$ cat src/rtl/fb_scanout_if.sv
// Purpose: bundles the framebuffer read port and the video output bus of fb_scanout.
// Latency: none (wires only).
// Backpressure: none; RAM reads always complete in one cycle.
// Signals:
//   fb_base      framebuffer start word address (sampled by the engine once per frame)
//   mem_rd       read strobe to the RAM read port
//   mem_addr     word address to the RAM read port
//   mem_dout     RAM read data, valid the cycle after mem_rd
//   pixel        pixel index, 0 outside the visible area
//   de           data enable
//   hsync/vsync  sync outputs
//   frame_start  one-cycle pulse with the first visible pixel of a frame
// Modports: master = scan-out engine, slave = RAM + video sink.
interface fb_scanout_if #(
   parameter int DATA = 32,
   parameter int ADDR = 15,
   parameter int BPP  = 4
);
   logic [ADDR-1:0] fb_base;
   logic            mem_rd;
   logic [ADDR-1:0] mem_addr;
   logic [DATA-1:0] mem_dout;
   logic [BPP-1:0]  pixel;
   logic            de;
   logic            hsync;
   logic            vsync;
   logic            frame_start;

   modport master (
      input  fb_base,
      input  mem_dout,
      output mem_rd,
      output mem_addr,
      output pixel,
      output de,
      output hsync,
      output vsync,
      output frame_start
   );

   modport slave (
      output fb_base,
      output mem_dout,
      input  mem_rd,
      input  mem_addr,
      input  pixel,
      input  de,
      input  hsync,
      input  vsync,
      input  frame_start
   );
endinterface

$ cat src/rtl/fb_scanout.sv
// Purpose: raster timing + framebuffer word fetch + MSB-first pixel unpack for video scan-out.
// Latency: 2 clocks from raster counters to pixel/de/hsync/vsync/frame_start.
// Backpressure: none; the RAM read port answers every read in exactly one cycle.
// Ports:
//   clk, rst   pixel clock, asynchronous active-high reset
//   bus        fb_scanout_if.master: fb_base, mem_rd/mem_addr/mem_dout, pixel, de,
//              hsync, vsync, frame_start
// Build option: define FB_PIXEL_DOUBLE_EN to show each pixel for 2 clocks and each
//   source line on 2 output lines (raster timing is unchanged).
module fb_scanout #(
   parameter int DATA      = 32,
   parameter int ADDR      = 15,
   parameter int BPP       = 4,
   parameter int H_VISIBLE = 640,
   parameter int H_FP      = 16,
   parameter int H_SYNC    = 96,
   parameter int H_BP      = 48,
   parameter int V_VISIBLE = 400,
   parameter int V_FP      = 12,
   parameter int V_SYNC    = 2,
   parameter int V_BP      = 35,
   parameter bit HS_POL    = 1'b0,
   parameter bit VS_POL    = 1'b1
) (
   input  logic         clk,
   input  logic         rst,
   fb_scanout_if.master bus
);

   localparam int PPW     = DATA / BPP;
   localparam int H_TOTAL = H_VISIBLE + H_FP + H_SYNC + H_BP;
   localparam int V_TOTAL = V_VISIBLE + V_FP + V_SYNC + V_BP;
   localparam int HW      = $clog2(H_TOTAL);
   localparam int VW      = $clog2(V_TOTAL);

`ifdef FB_PIXEL_DOUBLE_EN
   // One word now covers 2*PPW clocks because every pixel is shown twice.
   localparam int FETCH_DIV = 2 * PPW;
`else
   localparam int FETCH_DIV = PPW;
`endif

   // Words per source line.
   localparam logic [ADDR-1:0] STRIDE = ADDR'(H_VISIBLE / FETCH_DIV);

   localparam logic [HW-1:0] H_VIS_C  = HW'(H_VISIBLE);
   localparam logic [HW-1:0] H_LAST_V = HW'(H_VISIBLE - 1);
   localparam logic [HW-1:0] H_END    = HW'(H_TOTAL - 1);
   localparam logic [HW-1:0] HS_BEG   = HW'(H_VISIBLE + H_FP);
   localparam logic [HW-1:0] HS_END   = HW'(H_VISIBLE + H_FP + H_SYNC);
   localparam logic [HW-1:0] H_DIV    = HW'(FETCH_DIV);

   localparam logic [VW-1:0] V_VIS_C  = VW'(V_VISIBLE);
   localparam logic [VW-1:0] V_END    = VW'(V_TOTAL - 1);
   localparam logic [VW-1:0] VS_BEG   = VW'(V_VISIBLE + V_FP);
   localparam logic [VW-1:0] VS_END   = VW'(V_VISIBLE + V_FP + V_SYNC);

   // ------------------------------------------------------------------
   // State
   // ------------------------------------------------------------------
   logic [HW-1:0]   h_cnt_q, h_cnt_d;
   logic [VW-1:0]   v_cnt_q, v_cnt_d;
   logic [ADDR-1:0] line_addr_q, line_addr_d;
   logic [ADDR-1:0] word_addr_q, word_addr_d;

   // Stage 1: raster decode delayed one clock, lines up with mem_dout.
   logic            fetch_s1_q, fetch_s1_d;
   logic            vis_s1_q,   vis_s1_d;
   logic            hs_s1_q,    hs_s1_d;
   logic            vs_s1_q,    vs_s1_d;
   logic            fs_s1_q,    fs_s1_d;
`ifdef FB_PIXEL_DOUBLE_EN
   logic            odd_s1_q,   odd_s1_d;
`endif

   // Stage 2: registered video outputs.
   logic [DATA-1:0] shift_q, shift_d;
   logic [BPP-1:0]  pixel_q, pixel_d;
   logic            de_q,     de_d;
   logic            hsync_q,  hsync_d;
   logic            vsync_q,  vsync_d;
   logic            fs_q,     fs_d;

   // ------------------------------------------------------------------
   // Raster decode (combinational from the counters)
   // ------------------------------------------------------------------
   logic            visible;
   logic            frame_top;
   logic            fetch;
   logic            line_end;
   logic            hs_raw;
   logic            vs_raw;
   logic [ADDR-1:0] rd_addr;

   always_comb begin
      visible   = (h_cnt_q < H_VIS_C) && (v_cnt_q < V_VIS_C);
      frame_top = (h_cnt_q == '0) && (v_cnt_q == '0);
      fetch     = visible && ((h_cnt_q % H_DIV) == '0);
      line_end  = (h_cnt_q == H_LAST_V) && (v_cnt_q < V_VIS_C);
      hs_raw    = ((h_cnt_q >= HS_BEG) && (h_cnt_q < HS_END)) ? HS_POL : ~HS_POL;
      vs_raw    = ((v_cnt_q >= VS_BEG) && (v_cnt_q < VS_END)) ? VS_POL : ~VS_POL;
      // The first fetch of a frame happens in the same cycle fb_base is
      // latched, so it takes fb_base directly instead of the stale register.
      rd_addr   = frame_top ? bus.fb_base : word_addr_q;
   end

   // The counters sit at 0 (a fetch position) while reset is held; gating
   // keeps the RAM port quiet until reset is released.
   assign bus.mem_rd   = fetch && !rst;
   assign bus.mem_addr = (fetch && !rst) ? rd_addr : '0;

   // ------------------------------------------------------------------
   // Counters
   // ------------------------------------------------------------------
   always_comb begin
      h_cnt_d = h_cnt_q + HW'(1);
      v_cnt_d = v_cnt_q;
      if (h_cnt_q == H_END) begin
         h_cnt_d = '0;
         v_cnt_d = (v_cnt_q == V_END) ? '0 : v_cnt_q + VW'(1);
      end
   end

   // ------------------------------------------------------------------
   // Line / word address generation
   // ------------------------------------------------------------------
   always_comb begin
      line_addr_d = line_addr_q;
      word_addr_d = word_addr_q;

      if (frame_top) begin
         line_addr_d = bus.fb_base;
         word_addr_d = bus.fb_base;
      end

      if (fetch) begin
         word_addr_d = rd_addr + ADDR'(1);
      end

      // Last visible pixel of a line: set up the start of the next line.
      // No fetch lands here unless PPW is 1, and then the reload must win.
      if (line_end) begin
`ifdef FB_PIXEL_DOUBLE_EN
         if (v_cnt_q[0]) begin
            line_addr_d = line_addr_q + STRIDE;
            word_addr_d = line_addr_q + STRIDE;
         end else begin
            // Even output line: the next line re-reads the same source words.
            word_addr_d = line_addr_q;
         end
`else
         line_addr_d = line_addr_q + STRIDE;
         word_addr_d = line_addr_q + STRIDE;
`endif
      end
   end

   // ------------------------------------------------------------------
   // Pipeline
   // ------------------------------------------------------------------
   always_comb begin
      fetch_s1_d = fetch;
      vis_s1_d   = visible;
      hs_s1_d    = hs_raw;
      vs_s1_d    = vs_raw;
      fs_s1_d    = frame_top && visible;
`ifdef FB_PIXEL_DOUBLE_EN
      odd_s1_d   = h_cnt_q[0];
`endif

      de_d    = vis_s1_q;
      hsync_d = hs_s1_q;
      vsync_d = vs_s1_q;
      fs_d    = fs_s1_q;

      if (fetch_s1_q) begin
         // Fresh word: show its top pixel now, keep the rest for later.
         pixel_d = bus.mem_dout[DATA-1 -: BPP];
         shift_d = bus.mem_dout << BPP;
`ifdef FB_PIXEL_DOUBLE_EN
      end else if (odd_s1_q) begin
         // Second clock of a doubled pixel.
         pixel_d = pixel_q;
         shift_d = shift_q;
`endif
      end else begin
         pixel_d = shift_q[DATA-1 -: BPP];
         shift_d = shift_q << BPP;
      end

      if (!vis_s1_q) begin
         pixel_d = '0;
      end
   end

   // ------------------------------------------------------------------
   // Registers
   // ------------------------------------------------------------------
   always_ff @(posedge clk or posedge rst) begin
      if (rst) begin
         h_cnt_q     <= '0;
         v_cnt_q     <= '0;
         line_addr_q <= '0;
         word_addr_q <= '0;
         fetch_s1_q  <= 1'b0;
         vis_s1_q    <= 1'b0;
         hs_s1_q     <= ~HS_POL;
         vs_s1_q     <= ~VS_POL;
         fs_s1_q     <= 1'b0;
`ifdef FB_PIXEL_DOUBLE_EN
         odd_s1_q    <= 1'b0;
`endif
         shift_q     <= '0;
         pixel_q     <= '0;
         de_q        <= 1'b0;
         hsync_q     <= ~HS_POL;
         vsync_q     <= ~VS_POL;
         fs_q        <= 1'b0;
      end else begin
         h_cnt_q     <= h_cnt_d;
         v_cnt_q     <= v_cnt_d;
         line_addr_q <= line_addr_d;
         word_addr_q <= word_addr_d;
         fetch_s1_q  <= fetch_s1_d;
         vis_s1_q    <= vis_s1_d;
         hs_s1_q     <= hs_s1_d;
         vs_s1_q     <= vs_s1_d;
         fs_s1_q     <= fs_s1_d;
`ifdef FB_PIXEL_DOUBLE_EN
         odd_s1_q    <= odd_s1_d;
`endif
         shift_q     <= shift_d;
         pixel_q     <= pixel_d;
         de_q        <= de_d;
         hsync_q     <= hsync_d;
         vsync_q     <= vsync_d;
         fs_q        <= fs_d;
      end
   end

   assign bus.pixel       = pixel_q;
   assign bus.de          = de_q;
   assign bus.hsync       = hsync_q;
   assign bus.vsync       = vsync_q;
   assign bus.frame_start = fs_q;

endmodule
$ cat src/flat_wrapper.sv
// flat-port wrapper written by rule: the top's interface ports become plain ports
module fb_scanout_flat 
#(
   parameter int DATA      = 32,
   parameter int ADDR      = 15,
   parameter int BPP       = 4,
   parameter int H_VISIBLE = 640,
   parameter int H_FP      = 16,
   parameter int H_SYNC    = 96,
   parameter int H_BP      = 48,
   parameter int V_VISIBLE = 400,
   parameter int V_FP      = 12,
   parameter int V_SYNC    = 2,
   parameter int V_BP      = 35,
   parameter bit HS_POL    = 1'b0,
   parameter bit VS_POL    = 1'b1
)
  (clk, rst, bus_fb_base, bus_mem_dout, bus_mem_rd, bus_mem_addr, bus_pixel, bus_de, bus_hsync, bus_vsync, bus_frame_start);
  fb_scanout_if #(.DATA(DATA), .ADDR(ADDR), .BPP(BPP)) bus_i ();
  input  logic clk;
  input  logic rst;
  input wire logic [$bits(bus_i.fb_base)-1:0] bus_fb_base;
  input wire logic [$bits(bus_i.mem_dout)-1:0] bus_mem_dout;
  output wire logic [$bits(bus_i.mem_rd)-1:0] bus_mem_rd;
  output wire logic [$bits(bus_i.mem_addr)-1:0] bus_mem_addr;
  output wire logic [$bits(bus_i.pixel)-1:0] bus_pixel;
  output wire logic [$bits(bus_i.de)-1:0] bus_de;
  output wire logic [$bits(bus_i.hsync)-1:0] bus_hsync;
  output wire logic [$bits(bus_i.vsync)-1:0] bus_vsync;
  output wire logic [$bits(bus_i.frame_start)-1:0] bus_frame_start;
  assign bus_i.fb_base = bus_fb_base;
  assign bus_i.mem_dout = bus_mem_dout;
  assign bus_mem_rd = bus_i.mem_rd;
  assign bus_mem_addr = bus_i.mem_addr;
  assign bus_pixel = bus_i.pixel;
  assign bus_de = bus_i.de;
  assign bus_hsync = bus_i.hsync;
  assign bus_vsync = bus_i.vsync;
  assign bus_frame_start = bus_i.frame_start;
  fb_scanout #(.DATA(DATA), .ADDR(ADDR), .BPP(BPP), .H_VISIBLE(H_VISIBLE), .H_FP(H_FP), .H_SYNC(H_SYNC), .H_BP(H_BP), .V_VISIBLE(V_VISIBLE), .V_FP(V_FP), .V_SYNC(V_SYNC), .V_BP(V_BP), .HS_POL(HS_POL), .VS_POL(VS_POL)) u_core (.clk(clk), .rst(rst), .bus(bus_i));
endmodule
$ cat config.mk
export PLATFORM = sky130hd
export DESIGN_NAME = fb_scanout_flat
export DESIGN_NICKNAME = d
export VERILOG_FILES = /design/src/rtl/fb_scanout_if.sv /design/src/rtl/fb_scanout.sv /design/src/flat_wrapper.sv
export SDC_FILE = /design/constraint.sdc
export NUM_CORES = 1
export LEC_CHECK = 0
export CAP_MARGIN = 30
export CORE_ASPECT_RATIO = 0.8
export CORE_MARGIN = 2
export CORE_UTILIZATION = 45
export CTS_CLUSTER_DIAMETER = 200
export CTS_CLUSTER_SIZE = 40
export DETAILED_ROUTE_END_ITERATION = 16
export PLACE_DENSITY = 0.78
export SLEW_MARGIN = 20
export SYNTH_ARGS = -nofsm -noshare
export SYNTH_HDL_FRONTEND = slang
export SYNTH_SLANG_ARGS = --single-unit
$ cat constraint.sdc
create_clock -name clk -period 5.5 [get_ports clk]
set_clock_uncertainty 0.15 [all_clocks]
set_input_delay 1.1 -clock clk [delete_from_list [all_inputs] [get_ports clk]]
set_output_delay 1.1 -clock clk [all_outputs]
set_load 0.02 [all_outputs]
* Yosys cells after proc, flatten, opt, wreduce, memory -nomap -nowiden
Cells that the tools add are included.
Storage, ports and cells: register bits 94, word-level logic and storage cells 54, input bits 49, output and inout bits 24
Cells by class: reductions and logical operators 13, multiplexer cells 13, add/sub/neg operators 4, equal/unequal tests 3, order comparisons 6
Operators by type and width (count):
- two-way mux 15 bit | 6
- two-way mux 32 bit | 1
- equality test 10 bit, second input constant | 2
- zero test 10 bit | 2
- less-than comparator 10 bit, second input constant | 2
- less-than comparator 9 bit, second input constant | 2
- adder 15 x 1 -> 15 bit, second input constant | 1
- adder 15 x 7 -> 15 bit, second input constant | 1
- adder 10 x 1 -> 10 bit, second input constant | 1
- greater-or-equal comparator 10 bit, second input constant | 1
- two-way mux 10 bit | 1
- adder 9 x 1 -> 9 bit, second input constant | 1
- equality test 9 bit, second input constant | 1
- greater-or-equal comparator 9 bit, second input constant | 1
- zero test 9 bit | 1
- two-way mux 9 bit | 1
- logical AND 1 bit | 8
- two-way mux 4 bit | 2
- two-way mux 1 bit | 2
- nonzero test 2 bit | 1
- zero test 1 bit | 1

* Depth between registers and ports, before layout
word-level depth 6, gate-level depth with buffers 11, depth with buffers taken out 9

* Least setup slack after synthesis
Ideal clock, no wire load.
kind input -> output, start input port rst, end output port bus_mem_addr[10], path slack 185 ps, data required time 4250 ps, arrival time 4065 ps, buffers on the path 1, stages 4, cells stage by stage inv_1 nand2_1 clkbuf_1 nor2_1
Between the ends: cells in the longest elaborated chain, start to end 3
Ends and longest elaborated chain:
- from (decl) | line flat_wrapper.sv:21 | input logic rst;
- zero test 1 bit | line fb_scanout.sv:110 | assign bus.mem_addr = (fetch && !rst) ? rd_addr : '0;
- logical AND 1 bit | line fb_scanout.sv:110
- two-way mux 15 bit | line fb_scanout.sv:110
- to (decl) | line flat_wrapper.sv:25 | output wire logic [$bits(bus_i.mem_addr)-1:0] bus_mem_addr;
No other way between the ends.

* Worst setup path after layout
start register u_core.v_cnt_q[0], end output port bus_mem_addr[2]
Between the ends: cells in the longest elaborated chain, start to end 5, elaborated cells on any way between the ends 8, those cells by class 1 x order compare; 2 x mux; 5 x reduce/logical
Ends and longest elaborated chain:
- from (decl) | line fb_scanout.sv:62 | logic [VW-1:0] v_cnt_q, v_cnt_d;
- from (signal assigned) | line fb_scanout.sv:221 | v_cnt_q <= v_cnt_d;
- less-than comparator 9 bit | line fb_scanout.sv:96 | visible = (h_cnt_q < H_VIS_C) && (v_cnt_q < V_VIS_C);
- logical AND 1 bit | line fb_scanout.sv:96
- logical AND 1 bit | line fb_scanout.sv:98 | fetch = visible && ((h_cnt_q % H_DIV) == '0);
- logical AND 1 bit | line fb_scanout.sv:110
- two-way mux 15 bit (*) | line fb_scanout.sv:110
Every way passes the cells marked *; elsewhere a longest branch is shown, timed or not.

==> out/results.tsv <==
stage	metric	value	unit
outcome	outcome	completed	
routing	drt pass-1 iters	5	
clocking	clock root cell	clkbuf_16	
global_route	initial antenna violation count	0	
pwr	leak pwr	2.48	nW
clocking	Worst-path clk slew	0.07	ns
global_route	first-pass GRT wire length	18.4	mm
worst_setup_path	beginning of the critical path	u_core.v_cnt_q[0]$_DFFE_PP0N_	
clocking	later-pin clock latency in the skew report	0.34	ns
sta	slew margin rel.	49.9	%
hold_path	hold depth	0	
sta	Worst-Margin Slew	0.752	ns
placement	Port-buffer cells	72	
final_layout	post-layout util	57.0	%
sta	final hold vios	0	
routing	WL/cell	16.4	um
routing	M1 WL	5.31	mm
routing	DRT Wirelength	11.2	mm
final_layout	post-route insts no fill	686	
routing	vias per cell	5.50	
placement	GPL Wtd Cong	0.908	
global_route	largest net degree at the start of global routing	47	
routing	drt drc	0	
pwr	Power per Cell Area	255	mW/mm^2
routing	Post-DRT Antenna Nets	0	
worst_setup_path	reg2reg end	u_core.line_addr_q[11]$_DFFE_PP0P_	
clocking	post-CTS sizing	0	
die	Die H	95.2	um
die	cell row count	33	
global_route	GR Overflow Total	0	
pwr	Seq pwr share	49.3	%
clocking	H-tree depth	3	
logic_synthesis	FF+latch count, synth	90	
final_layout	antenna diode count	0	
clocking	TritonCTS Sinks	90	
hold_path	min-delay worst type	flip-flop to flip-flop	
final_layout	layout cell share with drive strength beyond 1	10.6	%
logic_synthesis	Synth Flop Type	dfrtp_1	
logic_synthesis	register area share after synthesis	48.1	%
sta	Hold Slack	0.198	ns
logic_synthesis	synthesized area per cell	9.90	um^2
logic_synthesis	Post-synth EDFFs	0	
sta	Final Max Tran Viols	0	
clocking	CTS tree	yes	
logic_synthesis	Yosys warnings	0	
job	Max Cap Viol	0	
worst_setup_path	reg-to-reg slack, setup	2.57	ns
worst_setup_path	Crit Path Max Fanout	19	
logic_synthesis	net count after synthesis	527	
sta	Tmin final	4.57	ns
placement	placed cells	670	
die	Initial Util	45.9	%
pwr	Combinational Power Share	11.4	%
worst_setup_path	CP Launch Type	flip-flop	
sta	RSZ-0062 raised after global routing	no	
global_route	vias in the first global route	3578	
pwr	P_int	0.00109	W
sta	f_max	219	MHz
pwr	sw frac	26.2	%
logic_synthesis	Synth async-reset ratio	100	%
sta	worst setup margin	0.926	ns
global_route	all-layer global routing usage	20.8	%
routing	DR iter-0 viols	359	
worst_setup_path	crit path DAT	3.32	ns
logic_synthesis	post-synth design cell area	0.00468	mm^2
worst_setup_path	crit path kind	flip-flop to primary output	
routing	vias	3773	
logic_synthesis	count of different cell masters after synthesis	50	
die	IO Count	73	
worst_setup_path	R2R depth	8	
die	Core Box Area	0.0102	mm^2
sta	period utilization	83.2	%
worst_setup_path	Worst Path Required	4.25	ns
pwr	worst vdd ir	0.154	mV
placement	dpl ws	1.34	ns
pwr	sw power	0.000388	W
logic_synthesis	instance count of the mapped netlist	473	
clocking	hold buffers post-CTS	0	
sta	final setup fails	0	
clocking	CTS Buffer Depth	2	
worst_setup_path	worst setup path endpoint	bus_mem_addr[2]	
worst_setup_path	CP endpoint kind	primary output	
routing	routed wire length on met2	4.93	mm
clocking	Post CTS Setup Buffer Count	0	
routing	WL met3	844	um
sta	Sum Neg Setup Slack	0	ns
worst_setup_path	launching point of the worst reg2reg path	u_core.v_cnt_q[0]$_DFFE_PP0N_	
final_layout	fin nets	595	
die	Die ar.	0.0112	mm^2
clocking	Num CTS Buffers	9	
final_layout	P&R area growth vs syn	24.2	%
pwr	Clk network pwr share	39.4	%
placement	hpwl dp	7.89	mm
routing	top routing layer used	met4	
die	Chip Width	118	um
## worst max-delay path: stages, from the launching register on
cell	delay, ns
dfrtp_1	0.44
inv_1	0.08
ha_1	0.15
nor4b_1	0.35
nand3_1	0.19
or4_1	0.81
nand2_1	0.29
a21oi_1	0.09
clkdlybuf4s50_1	0.56
## layout by cell type, fill, tap and decap left out, types with 5 or more instances in the layout
master | synthesis | layout
and3_1 | 9 | 9
nor2b_1 | 7 | 7
nor3_1 | 10 | 10
buf_4 | 0 | 7
mux2i_1 | 25 | 25
o21ai_1 | 11 | 11
nand3_1 | 25 | 25
nor2_1 | 39 | 39
mux2_2 | 25 | 25
clkbuf_16 | 0 | 9
ha_1 | 5 | 5
a21oi_1 | 19 | 19
xor2_1 | 12 | 12
clkdlybuf4s50_1 | 0 | 72
nand2_1 | 56 | 56
dfrtp_1 | 88 | 88
o21ai_0 | 17 | 17
nand4_1 | 11 | 11
xnor2_1 | 22 | 22
nor4_1 | 7 | 7
inv_1 | 14 | 13
and2_1 | 6 | 6
## Yosys cell counts, types with 9 or more instances
cell type	count	area share [%]
o21ai_0	17	1.8
a21oi_1	19	2.0
nand2_1	56	4.5
o21ai_1	11	1.2
nor2_1	39	3.1
xor2_1	12	2.2
clkbuf_1	16	1.3
nor3_1	10	1.1
dfrtp_1	88	47
mux2_2	25	6.0
nand4_1	11	1.5
nand3_1	25	2.7
mux2i_1	25	5.3
inv_1	14	1.1
and3_1	9	1.2
xnor2_1	22	4.1
## per-stage QoR
| stage | total power, W | area [um^2] |
|---|---|---|
| CTS | 0.00149 | 5810 |
| floorplan | 0.000829 | 4680 |
| finish | 0.00148 | 5810 |
| global route | 0.00154 | 5810 |
| global placement | 0.000901 | 5540 |
| detailed placement | 0.000906 | 5540 |
## flip-flops by register name, indices dropped and copies added, names as in the netlist, 4 cells and up
signal	count
u_core.h_cnt_q	10
u_core.shift_q	28
u_core.word_addr_q	15
u_core.line_addr_q	15
u_core.bus.pixel	4
u_core.v_cnt_q	9
## kinds of logic (layout without fill, tap and decap cells)
family | Yosys count | in the layout | synth area share [%]
AND/OR/NAND/NOR | 191 | 191 | 20.7
flip-flops | 90 | 90 | 48.1
AO/OA/AOI/OAI | 64 | 64 | 7.94
multiplexers | 52 | 52 | 12.3
buffers and inverters | 37 | 110 | 3.23
XOR/XNOR | 34 | 34 | 6.36
adder cells (fa/ha/maj) | 5 | 5 | 1.34
## power groups by stage
stage          clock (W)  combinational [W]  sequential, W
2_1_floorplan          0          0.0000971       0.000732
3_3_place_gp           0           0.000162       0.000740
3_5_place_dp           0           0.000166       0.000740
4_1_cts         0.000592           0.000168       0.000729
5_1_grt         0.000618           0.000184       0.000733
6_report        0.000583           0.000169       0.000730
## area by class of cell
class | count | area (um^2)
fill | 884 | 4380
tap | 140 | 175
multi-input combinational | 346 | 2280
sequential | 90 | 2250
inverter | 15 | 57.6
timing repair buffer | 79 | 773
clock inverter | 6 | 47.5
clock buffer | 10 | 229
## worst min path at each step
stage                                   from                          endpoint  slack [ns]
floorplan              u_core.fs_d$_DFF_PP0_  u_core.bus.frame_start$_DFF_PP0_        0.18
global placement       u_core.fs_d$_DFF_PP0_  u_core.bus.frame_start$_DFF_PP0_        0.18
detailed placement  u_core.vs_s1_q$_DFF_PP0_        u_core.bus.vsync$_DFF_PP0_        0.19
CTS                    u_core.fs_d$_DFF_PP0_  u_core.bus.frame_start$_DFF_PP0_        0.20
global route           u_core.fs_d$_DFF_PP0_  u_core.bus.frame_start$_DFF_PP0_        0.20
finish                 u_core.fs_d$_DFF_PP0_  u_core.bus.frame_start$_DFF_PP0_        0.20
## routing by layer
| layer | GRT usage, % | vias up |
|---|---|---|
| met2 | 31.0 | 169 |
| met3 | 5.80 | 14 |
| met5 | 0 | - |
| li1 | - | 1788 |
| met4 | 5.22 | 0 |
| met1 | 30.0 | 1802 |
No activity file was read; power rests on OpenSTA's default activity.
